### src/rtl/debounce_pkg.sv
// Shared constants and helpers for the debounce bank.
// Threshold clamp keeps a zero threshold behaving as one sample.
package debounce_pkg;

  localparam int CNT_W_DEF  = 8;
  localparam int SYNC_DEPTH = 2;

  function automatic logic [15:0] th_clamp(input logic [15:0] th);
    return (th == 16'd0) ? 16'd1 : th;
  endfunction

endpackage

### src/rtl/debounce_chan.sv
// One debounce channel: synchronizer, stability counter, commit,
// edge pulses and sticky change flag.
module debounce_chan
  import debounce_pkg::*;
#(
  parameter int   CNT_W     = CNT_W_DEF,
  parameter logic RST_LEVEL = 1'b1
) (
  input  logic             clk,
  input  logic             rst_n,
  input  logic             in_raw,
  input  logic             cfg_en,
  input  logic [CNT_W-1:0] cfg_th_rise,
  input  logic [CNT_W-1:0] cfg_th_fall,
  input  logic             chg_clr,
  output logic             out,
  output logic             rise_pulse,
  output logic             fall_pulse,
  output logic             chg_sticky
);

  logic [SYNC_DEPTH-1:0] sync_q;
  logic                  sync;
  logic [CNT_W-1:0]      cnt_q;
  logic [CNT_W-1:0]      cnt_d;
  logic [CNT_W-1:0]      th_sel;
  logic [16:0]           th_eff;
  logic [16:0]           cnt_nxt;
  logic                  commit;

  assign sync    = sync_q[SYNC_DEPTH-1];
  assign th_sel  = out ? cfg_th_fall : cfg_th_rise;
  assign th_eff  = {1'b0, th_clamp(16'(th_sel))};
  assign cnt_nxt = 17'(cnt_q) + 17'd1;

  // Shift the raw input through the synchronizer chain.
  always_ff @(posedge clk or negedge rst_n) begin
    if (!rst_n) begin
      sync_q <= {SYNC_DEPTH{RST_LEVEL}};
    end else begin
      sync_q <= {sync_q[SYNC_DEPTH-2:0], in_raw};
    end
  end

  // Decide whether to count, restart, or commit the new level.
  always_comb begin
    cnt_d  = '0;
    commit = 1'b0;
    if (sync != out) begin
      if (!cfg_en || cnt_nxt >= th_eff) begin
        commit = 1'b1;
      end else begin
        cnt_d = cnt_nxt[CNT_W-1:0];
      end
    end
  end

  // Register level, counter, pulses and sticky flag.
  always_ff @(posedge clk or negedge rst_n) begin
    if (!rst_n) begin
      cnt_q      <= '0;
      out        <= RST_LEVEL;
      rise_pulse <= 1'b0;
      fall_pulse <= 1'b0;
      chg_sticky <= 1'b0;
    end else begin
      cnt_q      <= cnt_d;
      out        <= commit ? sync : out;
      rise_pulse <= commit & sync;
      fall_pulse <= commit & ~sync;
      chg_sticky <= commit | (chg_sticky & ~chg_clr);
    end
  end

endmodule

### src/rtl/debounce_bank.sv
// Bank of independent debounce channels sharing one threshold pair.
// Every channel is a separate debounce_chan instance.
module debounce_bank
  import debounce_pkg::*;
#(
  parameter int              N_CH      = 8,
  parameter int              CNT_W     = CNT_W_DEF,
  parameter logic [N_CH-1:0] RST_LEVEL = '1
) (
  input  logic             clk,
  input  logic             rst_n,
  input  logic [N_CH-1:0]  in_raw,
  input  logic [N_CH-1:0]  cfg_en,
  input  logic [CNT_W-1:0] cfg_th_rise,
  input  logic [CNT_W-1:0] cfg_th_fall,
  output logic [N_CH-1:0]  out,
  output logic [N_CH-1:0]  rise_pulse,
  output logic [N_CH-1:0]  fall_pulse,
  output logic [N_CH-1:0]  chg_sticky,
  input  logic [N_CH-1:0]  chg_clr
);

  for (genvar g = 0; g < N_CH; g++) begin : g_ch
    debounce_chan #(
      .CNT_W     (CNT_W),
      .RST_LEVEL (RST_LEVEL[g])
    ) u_chan (
      .clk         (clk),
      .rst_n       (rst_n),
      .in_raw      (in_raw[g]),
      .cfg_en      (cfg_en[g]),
      .cfg_th_rise (cfg_th_rise),
      .cfg_th_fall (cfg_th_fall),
      .chg_clr     (chg_clr[g]),
      .out         (out[g]),
      .rise_pulse  (rise_pulse[g]),
      .fall_pulse  (fall_pulse[g]),
      .chg_sticky  (chg_sticky[g])
    );
  end

endmodule

### config.mk
export PLATFORM = sky130hd
export DESIGN_NAME = debounce_bank
export DESIGN_NICKNAME = d
export VERILOG_FILES = /design/src/rtl/debounce_pkg.sv /design/src/rtl/debounce_chan.sv /design/src/rtl/debounce_bank.sv
export SDC_FILE = /design/constraint.sdc
export NUM_CORES = 1
export LEC_CHECK = 0
export CAP_MARGIN = 5
export CORE_MARGIN = 2
export CORE_UTILIZATION = 62
export DETAILED_ROUTE_END_ITERATION = 10
export PLACE_DENSITY = 0.91
export SETUP_SLACK_MARGIN = 0.3
export SLEW_MARGIN = 20
export SYNTH_ARGS = -nofsm -noshare
export SYNTH_HDL_FRONTEND = slang
export SYNTH_SLANG_ARGS = --single-unit
### constraint.sdc
create_clock -name clk -period 7.7 [get_ports clk]
set_clock_uncertainty 0.1 [all_clocks]
set_input_delay 1.925 -clock clk [delete_from_list [all_inputs] [get_ports clk]]
set_output_delay 1.925 -clock clk [all_outputs]
set_load 0.005 [all_outputs]
; After elaboration in Yosys (flattened, before gate mapping)
; Index checks and enable logic that the tools add are counted.
[op_classes]
add_sub_neg = 8
n_mul = 0
div = 0
magnitude_cmp = 8
eq_ne = 8
shifts = 0
n_mux = 48
bitwise = 48
reduce_logical = 24
[ops]
columns = op, count
row1 = two-way mux 8 bit, 32
row2 = >= comparator 17 x 16 -> 1 bit, 8
row3 = adder 8 x 1 -> 9 bit (second input constant), 8
row4 = logical NOT 8 bit, 8
row5 = bitwise AND 1 bit, 24
row6 = two-way mux 1 bit, 16
row7 = NOT 1 bit, 16
row8 = logical NOT 1 bit, 8
row9 = logical OR 1 bit, 8
row10 = != test 1 bit, 8
row11 = OR 1 bit, 8
[word_totals]
reg_bits = 112
latchBits = 0
ramBits = 0
mem_bits_ro = 0
inputBits = 42
out_inout_bits = 32
wordCells = 192
memories = 0

; Longest topological paths before layout
; Gate-level depths: netlist of the first run.
[logic_depth]
word_depth = 8
depth_mapped = 10
depth_no_buf = 10

; Hierarchy
; A second synthesis of the first run with hierarchy kept.
[unflattened]
cells_unflattened = 632
area_unflattened_um2 = 7066.8
[modules_own_cells]
columns = mod, instances, cells_per_inst, area_per_inst_um2
row1 = debounce_chan, 8, 79, 883.3

; Worst setup path before layout of the first run
; OpenSTA, ideal clock, no wires.
[synth_path]
kind = in2reg
from = input port cfg_th_fall[6]
to = register g_ch[3].u_chan.out
setup_ps = 82
t_arrival_ps = 3636
setup_slack_ps = 3882
stages = 8
path_cell_list = clkbuf_1 -> mux2i_1 -> ha_1 -> a21o_1 -> a221o_1 -> a31oi_2 -> nand2_2 -> mux2_4
[synth_via]
elab_chain_len = 7
[synth_rtl]
columns = element, line
row1 = start: declaration, debounce_bank.sv:15  ; input logic [CNT_W-1:0] cfg_th_fall,
row2 = two-way mux 8 bit *, debounce_chan.sv:32  ; assign th_sel = out ? cfg_th_fall : cfg_th_rise;
row3 = logical NOT 8 bit, debounce_pkg.sv:9  ; return (th == 16'd0) ? 16'd1 : th;
row4 = two-way mux 8 bit *, debounce_pkg.sv:9
row5 = >= comparator 17 x 16 -> 1 bit *, debounce_chan.sv:50  ; if (!cfg_en || cnt_nxt >= th_eff) begin
row6 = logical OR 1 bit *, debounce_chan.sv:50
row7 = two-way mux 1 bit *, debounce_chan.sv:50
row8 = two-way mux 1 bit *, debounce_chan.sv:49  ; if (sync != out) begin
row9 = end signal: assignment, debounce_chan.sv:68  ; out <= commit ? sync : out;
row10 = end: declaration, debounce_chan.sv:16  ; output logic out,
; Mark *: on every way between the ends. The rest lies on a longest branch, timed or not.
; A chain may end at the register's enable or synchronous reset.

; Final worst setup path of the first run
[layout_path]
from = input port cfg_th_rise[6]
to = register g_ch[4].u_chan.cnt_q[6]
[layout_via]
elab_chain_len = 7
[layout_rtl]
columns = element, line
row1 = start: declaration, debounce_bank.sv:14  ; input logic [CNT_W-1:0] cfg_th_rise,
row2 = two-way mux 8 bit *, debounce_chan.sv:32
row3 = logical NOT 8 bit, debounce_pkg.sv:9
row4 = two-way mux 8 bit *, debounce_pkg.sv:9
row5 = >= comparator 17 x 16 -> 1 bit *, debounce_chan.sv:50
row6 = logical OR 1 bit *, debounce_chan.sv:50
row7 = two-way mux 8 bit *, debounce_chan.sv:50
row8 = two-way mux 8 bit *, debounce_chan.sv:49
row9 = net g_ch[4].u_chan.cnt_d[6], debounce_chan.sv:25  ; logic [CNT_W-1:0] cnt_d;
row10 = end signal: assignment, debounce_chan.sv:67  ; cnt_q <= cnt_d;
row11 = end: declaration, debounce_chan.sv:24  ; logic [CNT_W-1:0] cnt_q;
; Mark *: on every way through the listed nets, which the timed path passes. The rest lies on a longest branch.

==> out/metrics.yaml, run 1 <==
outcome:
  status: "finished clean"
cells_and_area:
  syn_to_final_growth_pct: 12.53
  fillerInstances: 757
  drive_gt1_share_pct: 8.405
  final_cell_mix: "88 x dfrtp_1, 72 x ha_1, 72 x clkdlybuf4s50_1, 64 x mux2i_1, 58 x nor2b_1"
  instances_no_fill: 842
  fin_util_pct: 72.44
  diodes: 0
  final_nets: 811
  mostFrequentLayoutCell: "dfrtp_1"
placement:
  dpl.hpwl_um: 11480
  dp_cells: 826
  portBuffers: 73
  place.gp.congestion: 0.8718
synth:
  ys.flop_type: "dfrtp_1"
  postSynthAreaPerCell_um2: 10.58
  syn_area_um2: 7071
  ys_async_sr_fraction_pct: 100.0
  synth.yosys.seq_area_share_pct: 40.06
  syn_nets: 782
  synth_warnings: 0
  yosysTopAreaCell: "dfrtp_1"
  synth_top_area_share_pct: 31.14
  ys_ff_latch: 112
  postSynthCellCount: 668
  synth_area_leaders: "dfrtp_1 31%, ha_1 13%, mux2i_1 9.1%"
  synthDistinctLibCells: 40
  synth_edf_count: 0
clock_tree:
  post-cts-setup-buffers: 0
  cts_tree: "done"
  cts_root_buf: "clkbuf_16"
  cts_max_level: 3
  cts-hold-fix-buffers: 0
  clockBufferDepth: 2
  clock-sinks: 112
  clk_latency_ns: 0.36
  path_clk_slew_ns: 0.07
  cts_resized: 0
  cts_buffers: 9
global_route:
  grt_max_degree: 71
  grt_pass1_wl_um: 25960
  grt_remaining_overflow: 0
  antenna_found_initial: 0
  grt_pass1_vias: 5348
  grt_use_total_pct: 26.39
setup_path:
  crit_chain: "clkdlybuf4s50_1, mux2i_1, ha_1, a21o_1, a221oi_1, nand4_1, nor2b_1"
  r2r_start: "g_ch[4].u_chan.cnt_q[0]$_DFF_PN0_"
  rrSetupSlack_ns: 4.65
  worst_r2r_endpoint: "g_ch[4].u_chan.cnt_q[6]$_DFF_PN0_"
  worst_setup_path_start_kind: "input port"
  crit_arrival_ns: 4.60
  cp_max_fo: 8
  r2r_cells: 9
  cp_top_family: "buffers and inverters"
  worst_ep_required_time_ns: 7.88
  path_class: "input port to flip-flop"
  cp.buffers_inverters: 1
  end_kind: "flip-flop"
  slowest_delay_ns: 0.79
  slowest_stage: "clkdlybuf4s50_1"
detailed_routing:
  drt_first_pass_iters: 5
  vias_per_cell: 6.036
  drc: 0
  ant_nets: 0
  drtIter0Drc: 372
  wirelength_um: 15500
  vias: 5082
  wl_per_cell_um: 18.41
timing:
  slew_headroom_pct: 42.47
  setup_viol: 0
  worst_slew_pin_slew_ns: 0.8630
  tns_ns: 0
  period_share_pct: 57.41
  finalHoldViolCount: 0
  maxSlewViolCount: 0
  fmax_mhz: 226.2
  layout_min_cycle_time_ns: 4.420
  rsz0062_at_grt: "no"
power_and_ir_drop:
  swShare_pct: 26.99
  max-vdd-ir-drop_mv: 0.2566
  p_sw_w: 0.0003838
  clkPwrFrac_pct: 34.9
  power_leakage_nw: 3.977
  power_density_nw_per_um2: 178.7
  comb_power_share_pct: 18.2
  power_frac_seq_pct: 46.9
  cellInternalPower_w: 0.001038
floorplanning:
  fp.coreArea_um2: 10980
  die_w_um: 110.8
  initial_utilization_pct: 64.38
  die_area_um2: 12270
  die_h_um: 110.8
  floorplan.rows: 38
  pin_count: 74
worst_hold_path:
  hold_end: "g_ch[0].u_chan.sync_q[1]$_DFF_PN1_"
  min-delay-start: "g_ch[0].u_chan.sync_q[0]$_DFF_PN1_"
  whs_path_depth: 0
  hp-class: "flip-flop to flip-flop"
flow_run:
  cap_viol_max_count: 0
==> how the worst max path moves through the flow <==
| stage | start | endpoint | slack, ns | cells past startpoint |
|---|---|---|---|---|
| 5_1_grt | cfg_th_rise[6] | g_ch[7].u_chan.cnt_q[4]$_DFF_PN0_ | 3.24 | 10 |
| 2_1_floorplan | cfg_th_fall[6] | g_ch[3].u_chan.out$_DFFE_PN1P_ | 3.88 | 8 |
| 3_3_place_gp | cfg_th_fall[6] | g_ch[7].u_chan.cnt_q[6]$_DFF_PN0_ | 3.17 | 10 |
| 3_5_place_dp | cfg_th_rise[6] | g_ch[4].u_chan.cnt_q[2]$_DFF_PN0_ | 3.05 | 10 |
| 4_1_cts | cfg_th_rise[6] | g_ch[7].u_chan.cnt_q[4]$_DFF_PN0_ | 3.40 | 10 |
| 6_report | cfg_th_rise[6] | g_ch[4].u_chan.cnt_q[6]$_DFF_PN0_ | 3.28 | 7 |
==> flip-flops by register name (all words and copies together) (netlist names) <==
name / count
g_ch.u_chan.cnt_q: 64
g_ch.u_chan.sync_q: 16
g_ch.u_chan.chg_sticky: 8
g_ch.u_chan.fall_pulse: 8
g_ch.u_chan.out: 8
g_ch.u_chan.rise_pulse: 8
==> stage by stage <==
stage	power, W	setup slack [ns]	instance area (um2)	hold slack (ns)
2_1_floorplan	0.0008385	3.882	7071	0.2452
3_3_place_gp	0.0009146	3.166	7641	0.2452
3_5_place_dp	0.0009308	3.045	7641	0.2468
4_1_cts	0.001428	3.404	7956	0.2571
5_1_grt	0.001483	3.236	7956	0.2590
6_report	0.001422	3.280	7956	0.2557
==> metal layers <==
layer / share of wire, % / vias to the layer above / global-route usage [%]
met5: 0 / - / 0
met4: 3.5 / 0 / 12.25
met3: 5.9 / 51 / 6.889
met2: 50 / 178 / 44.91
met1: 41 / 2485 / 31.27
li1: - / 2368 / -
==> logic make-up after synthesis <==
group	share of synthesized area (%)
compound gates	6.388
xor+xnor	6.937
fa+ha+maj	12.74
buf+inv	5.822
flops	40.06
mux	10.39
simple gates	17.66
==> cell usage after synthesis, types with 2 or more instances <==
library cell / instances
mux2_2: 7
buf_2: 8
mux2i_1: 64
a21o_1: 11
nand2_1: 24
nor2_1: 32
o21ai_0: 15
dfrtp_1: 88
clkbuf_1: 7
inv_1: 19
a2111oi_4: 3
buf_4: 32
xor2_1: 35
and3_1: 12
nor2b_1: 58
ha_1: 72
a21oi_1: 12
and3b_2: 2
nand2b_1: 5
nor3b_1: 3
nand4_1: 21
nand3_1: 49
a221oi_1: 3
dfstp_2: 24
and3b_1: 12
nand3_2: 2
a22o_1: 7
buf_1: 9
xnor2_1: 21
==> layout make-up <==
class / instances / area, um2 / share of cell area (%)
multi-input combinational: 481 / 3826 / 48.09
sequential: 112 / 2833 / 35.60
timing repair buffer: 74 / 735.7 / 9.247
clock buffer: 11 / 232.7 / 2.925
tap: 140 / 175.2 / 2.202
clock inverter: 5 / 82.58 / 1.038
inverter: 19 / 71.32 / 0.8964
==> power groups by stage <==
| stage | logic, W | registers, W | clock network, W |
|---|---|---|---|
| after floorplan | 0.000187 | 0.000652 | 0 |
| after global placement | 0.000241 | 0.000674 | 0 |
| after detailed placement | 0.000254 | 0.000677 | 0 |
| after CTS | 0.000257 | 0.000666 | 0.000505 |
| after global routing | 0.000285 | 0.000671 | 0.000527 |
| final | 0.000258 | 0.000667 | 0.000497 |
Note: power is estimated with default switching activity, not from simulation.
==> run 2: changes to the inputs <==
--- a/config.mk
+++ b/config.mk
@@ -7,9 +7,9 @@
 export LEC_CHECK = 0
 export CAP_MARGIN = 5
 export CORE_MARGIN = 2
-export CORE_UTILIZATION = 62
+export CORE_UTILIZATION = 52
 export DETAILED_ROUTE_END_ITERATION = 10
-export PLACE_DENSITY = 0.91
+export PLACE_DENSITY = 0.82
 export SETUP_SLACK_MARGIN = 0.3
 export SLEW_MARGIN = 20
 export SYNTH_ARGS = -nofsm -noshare
==> constraint.sdc (replaced) <==
create_clock -name clk -period 3.65 [get_ports clk]
set_clock_uncertainty 0.1 [all_clocks]
set_input_delay 0.9125 -clock clk [delete_from_list [all_inputs] [get_ports clk]]
set_output_delay 0.9125 -clock clk [all_outputs]
set_load 0.005 [all_outputs]
==> run 2 against run 1 <==
  * Sequential share of layout area decreased by 0.50 points
  * Sequential power grew 110%
  * Cell area up 1.4%
  * Power up 110%
  * Combinational power up 110%
  * Non-clock buffer count rose by 2
  * Critical path depth is the same
  * Count of clock-buffer cells in the layout down 1
  * Register-to-register slack worse by 4.0 ns
  * Largest cell class unchanged
  * Clock power up 110%
  * Final cell count up 4.5%
  * Die area rose by 19%
  * Critical endpoint unchanged
==> out/metrics.yaml, run 2 (synthesized netlist as in run 1, its figures left out) <==
placement:
  dp_slack_ns: 0.06893  # -2.976 ns
  portBuffers: 73  # unchanged
  place.gp.congestion: 0.8577  # -1.6%
  dpl.hpwl_um: 11360  # -1.0%
global_route:
  grt_use_total_pct: 21.78  # -4.6 points
  grt_remaining_overflow: 0  # unchanged
  grt_pass1_vias: 5188  # -3.0%
  antenna_found_initial: 0  # unchanged
  grt_max_degree: 63  # -11%
  grt_pass1_wl_um: 25200  # -3.0%
clock_tree:
  cts_root_buf: "clkbuf_16"
  cts-hold-fix-buffers: 0  # unchanged
  cts_max_level: 3  # unchanged
  path_clk_slew_ns: 0.07  # about the same
  cts_buffers: 9  # unchanged
  clock-sinks: 112  # unchanged
  clockBufferDepth: 2  # unchanged
  cts_tree: "done"
  clk_latency_ns: 0.35  # about the same
setup_path:
  crit_arrival_ns: 3.43  # -1.17 ns
  worst_ep_required_time_ns: 3.82  # -4.06 ns
  worst_r2r_endpoint: "g_ch[4].u_chan.cnt_q[6]$_DFF_PN0_"
  rrSetupSlack_ns: 0.66  # -3.99 ns
  r2r_cells: 9  # unchanged
  worstSetupStartpoint: "cfg_th_rise[6]"
  r2r_start: "g_ch[4].u_chan.cnt_q[0]$_DFF_PN0_"
  cp_max_fo: 8  # unchanged
  end_kind: "flip-flop"
  worst_setup_path_start_kind: "input port"
  path_class: "input port to flip-flop"
power_and_ir_drop:
  swShare_pct: 27.88  # +0.88 points
  finalPower_w: 0.002990  # +110%
  max-vdd-ir-drop_mv: 0.2130  # -17%
  comb_power_share_pct: 18.3  # about the same
  cellInternalPower_w: 0.002157  # +110%
  power_frac_seq_pct: 47.0  # about the same
  power_leakage_nw: 4.044  # +1.7%
  clkPwrFrac_pct: 34.6  # -0.3 points
  power_density_nw_per_um2: 370.6  # +110%
  p_sw_w: 0.0008336  # +120%
detailed_routing:
  drc: 0  # unchanged
  drtIter0Drc: 358  # -3.8%
  vias: 4945  # -2.7%
  vias_per_cell: 5.619  # -6.9%
  drt_first_pass_iters: 5  # unchanged
  ant_nets: 0  # unchanged
  wl_per_cell_um: 17.17  # -6.7%
  wirelength_um: 15110  # -2.5%
worst_hold_path:
  min-delay-start: "g_ch[3].u_chan.sync_q[0]$_DFF_PN1_"
  whs_path_depth: 0  # unchanged
  hold_end: "g_ch[3].u_chan.sync_q[1]$_DFF_PN1_"
  hp-class: "flip-flop to flip-flop"
cells_and_area:
  largest_reg_flops: 64  # unchanged
  final_cell_mix: "88 x dfrtp_1, 72 x ha_1, 66 x clkdlybuf4s50_1, 58 x nor2b_1, 57 x mux2i_1"
  drive_gt1_share_pct: 9.943  # +1.5 points
  fin_util_pct: 60.93  # -12 points
  mostFrequentLayoutCell: "dfrtp_1"
  multi_input_area_um2: 3852  # +0.69%
  final_nets: 813  # +0.25%
  fillerInstances: 1050  # +39%
  syn_to_final_growth_pct: 14.12
  top_regs: "g_ch.u_chan.cnt_q x64, g_ch.u_chan.sync_q x16"
  regMostFlops: "g_ch.u_chan.cnt_q"
  regArea_um2: 2833  # unchanged
  diodes: 0  # unchanged
timing:
  finalHoldViolCount: 0  # unchanged
  rsz0062_at_grt: "no"
  worst_slack_ns: 0.3911  # -2.889 ns
  fmax_mhz: 306.9
  slew_headroom_pct: 54.58  # +12 points
  maxSlewViolCount: 0  # unchanged
  worst_slew_pin_slew_ns: 0.6813  # -0.1817 ns
  layout_min_cycle_time_ns: 3.259
  setup_viol: 0  # unchanged
  period_share_pct: 89.28
  tns_ns: 0  # unchanged
floorplanning:
  die_area_um2: 14550  # +19%
  die_w_um: 120.6  # +8.9%
  die_h_um: 120.6  # +8.9%
  fp.coreArea_um2: 13240  # +21%
  initial_utilization_pct: 53.39  # -11 points
  pin_count: 74  # unchanged
  floorplan.rows: 42  # +11%
outcome:
  status: "finished clean"
flow_run:
  cap_viol_max_count: 0  # unchanged
==> run 2: cell types whose count changed in the layout (fill, tap and decap cells not counted) <==
cell | before | now
mux2i_2 | 0 | 7
dlymetal6s2s_1 | 0 | 6
mux2i_1 | 64 | 57
clkbuf_1 | 2 | 0
bufinv_16 | 2 | 1
inv_6 | 0 | 2
clkbuf_8 | 0 | 1
clkinvlp_4 | 3 | 1
buf_12 | 0 | 1
inv_8 | 0 | 1
buf_4 | 2 | 3
clkinv_4 | 0 | 1
clkdlybuf4s50_1 | 72 | 66
==> run 2: how the worst max path moves through the flow <==
stage               depth (start not counted)  slack (ns)                                end
floorplan                                   8        0.84     g_ch[3].u_chan.out$_DFFE_PN1P_
global placement                           10        0.11  g_ch[7].u_chan.cnt_q[5]$_DFF_PN0_
detailed placement                         10        0.07  g_ch[5].u_chan.cnt_q[3]$_DFF_PN0_
CTS                                        10        0.42  g_ch[5].u_chan.cnt_q[3]$_DFF_PN0_
global route                               10        0.30  g_ch[7].u_chan.cnt_q[3]$_DFF_PN0_
finish                                      7        0.39  g_ch[4].u_chan.cnt_q[6]$_DFF_PN0_
==> run 2: area by class of cell <==
type | count | share of cell area, %
sequential | 112 | 35.11
tap | 176 | 2.729
clock inverter | 6 | 0.9304
inverter | 19 | 0.8839
timing repair buffer | 76 | 9.645
clock buffer | 10 | 2.962
multi-input combinational | 481 | 47.74
==> run 2: critical path, cell delays in order <==
cell             delay [ns]
clkdlybuf4s50_1        0.75
mux2i_1                0.18
ha_1                   0.32
a21o_1                 0.18
a221oi_1               0.44
nand4_1                0.39
nor2b_1                0.24
==> run 2: power by group through the flow <==
| stage | clock network [W] | logic (W) | registers (W) |
|---|---|---|---|
| floorplan | 0 | 0.000394 | 0.00137 |
| global placement | 0 | 0.000516 | 0.00142 |
| detailed placement | 0 | 0.000535 | 0.00143 |
| CTS | 0.00106 | 0.000540 | 0.00141 |
| global route | 0.00111 | 0.000608 | 0.00142 |
| finish | 0.00104 | 0.000548 | 0.00141 |
==> run 2: per-layer routing <==
metal  wire [um]  part of all wire, %  GRT usage [%]  up-vias
met3         529                  3.5          4.104       19
met5           0                    0              0        -
met1        6851                   45          27.35     2438
met2        7441                   49          37.85       98
li1            -                    -              -     2390
met4         287                  1.9          6.904        0
==> run 2: metrics by stage <==
| step | instances | cell area [um2] | hold WS (ns) |
|---|---|---|---|
| finish | 880 | 8069 | 0.2565 |
| global route | 880 | 8069 | 0.2652 |
| CTS | 878 | 8013 | 0.2573 |
| detailed placement | 862 | 7699 | 0.2468 |
| global placement | 862 | 7699 | 0.2453 |
| floorplan | 668 | 7071 | 0.2452 |
==> run 2: timing repair <==
item | 4_1_cts | 5_1_grt
setup buffers | 0 | 2
endpoints found under the hold margin | 0 | 0
resized for setup | 0 | 13
setup endpoints to repair | 0 | 38
==> run 3: changes to the inputs <==
--- a/config.mk
+++ b/config.mk
@@ -5,6 +5,7 @@
 export SDC_FILE = /design/constraint.sdc
 export NUM_CORES = 1
 export LEC_CHECK = 0
+export ABC_AREA = 0
 export CAP_MARGIN = 5
 export CORE_MARGIN = 2
 export CORE_UTILIZATION = 52
==> results of run 3 <==
Same layout as run 2: the final DEF is identical, and so are final timing and power.
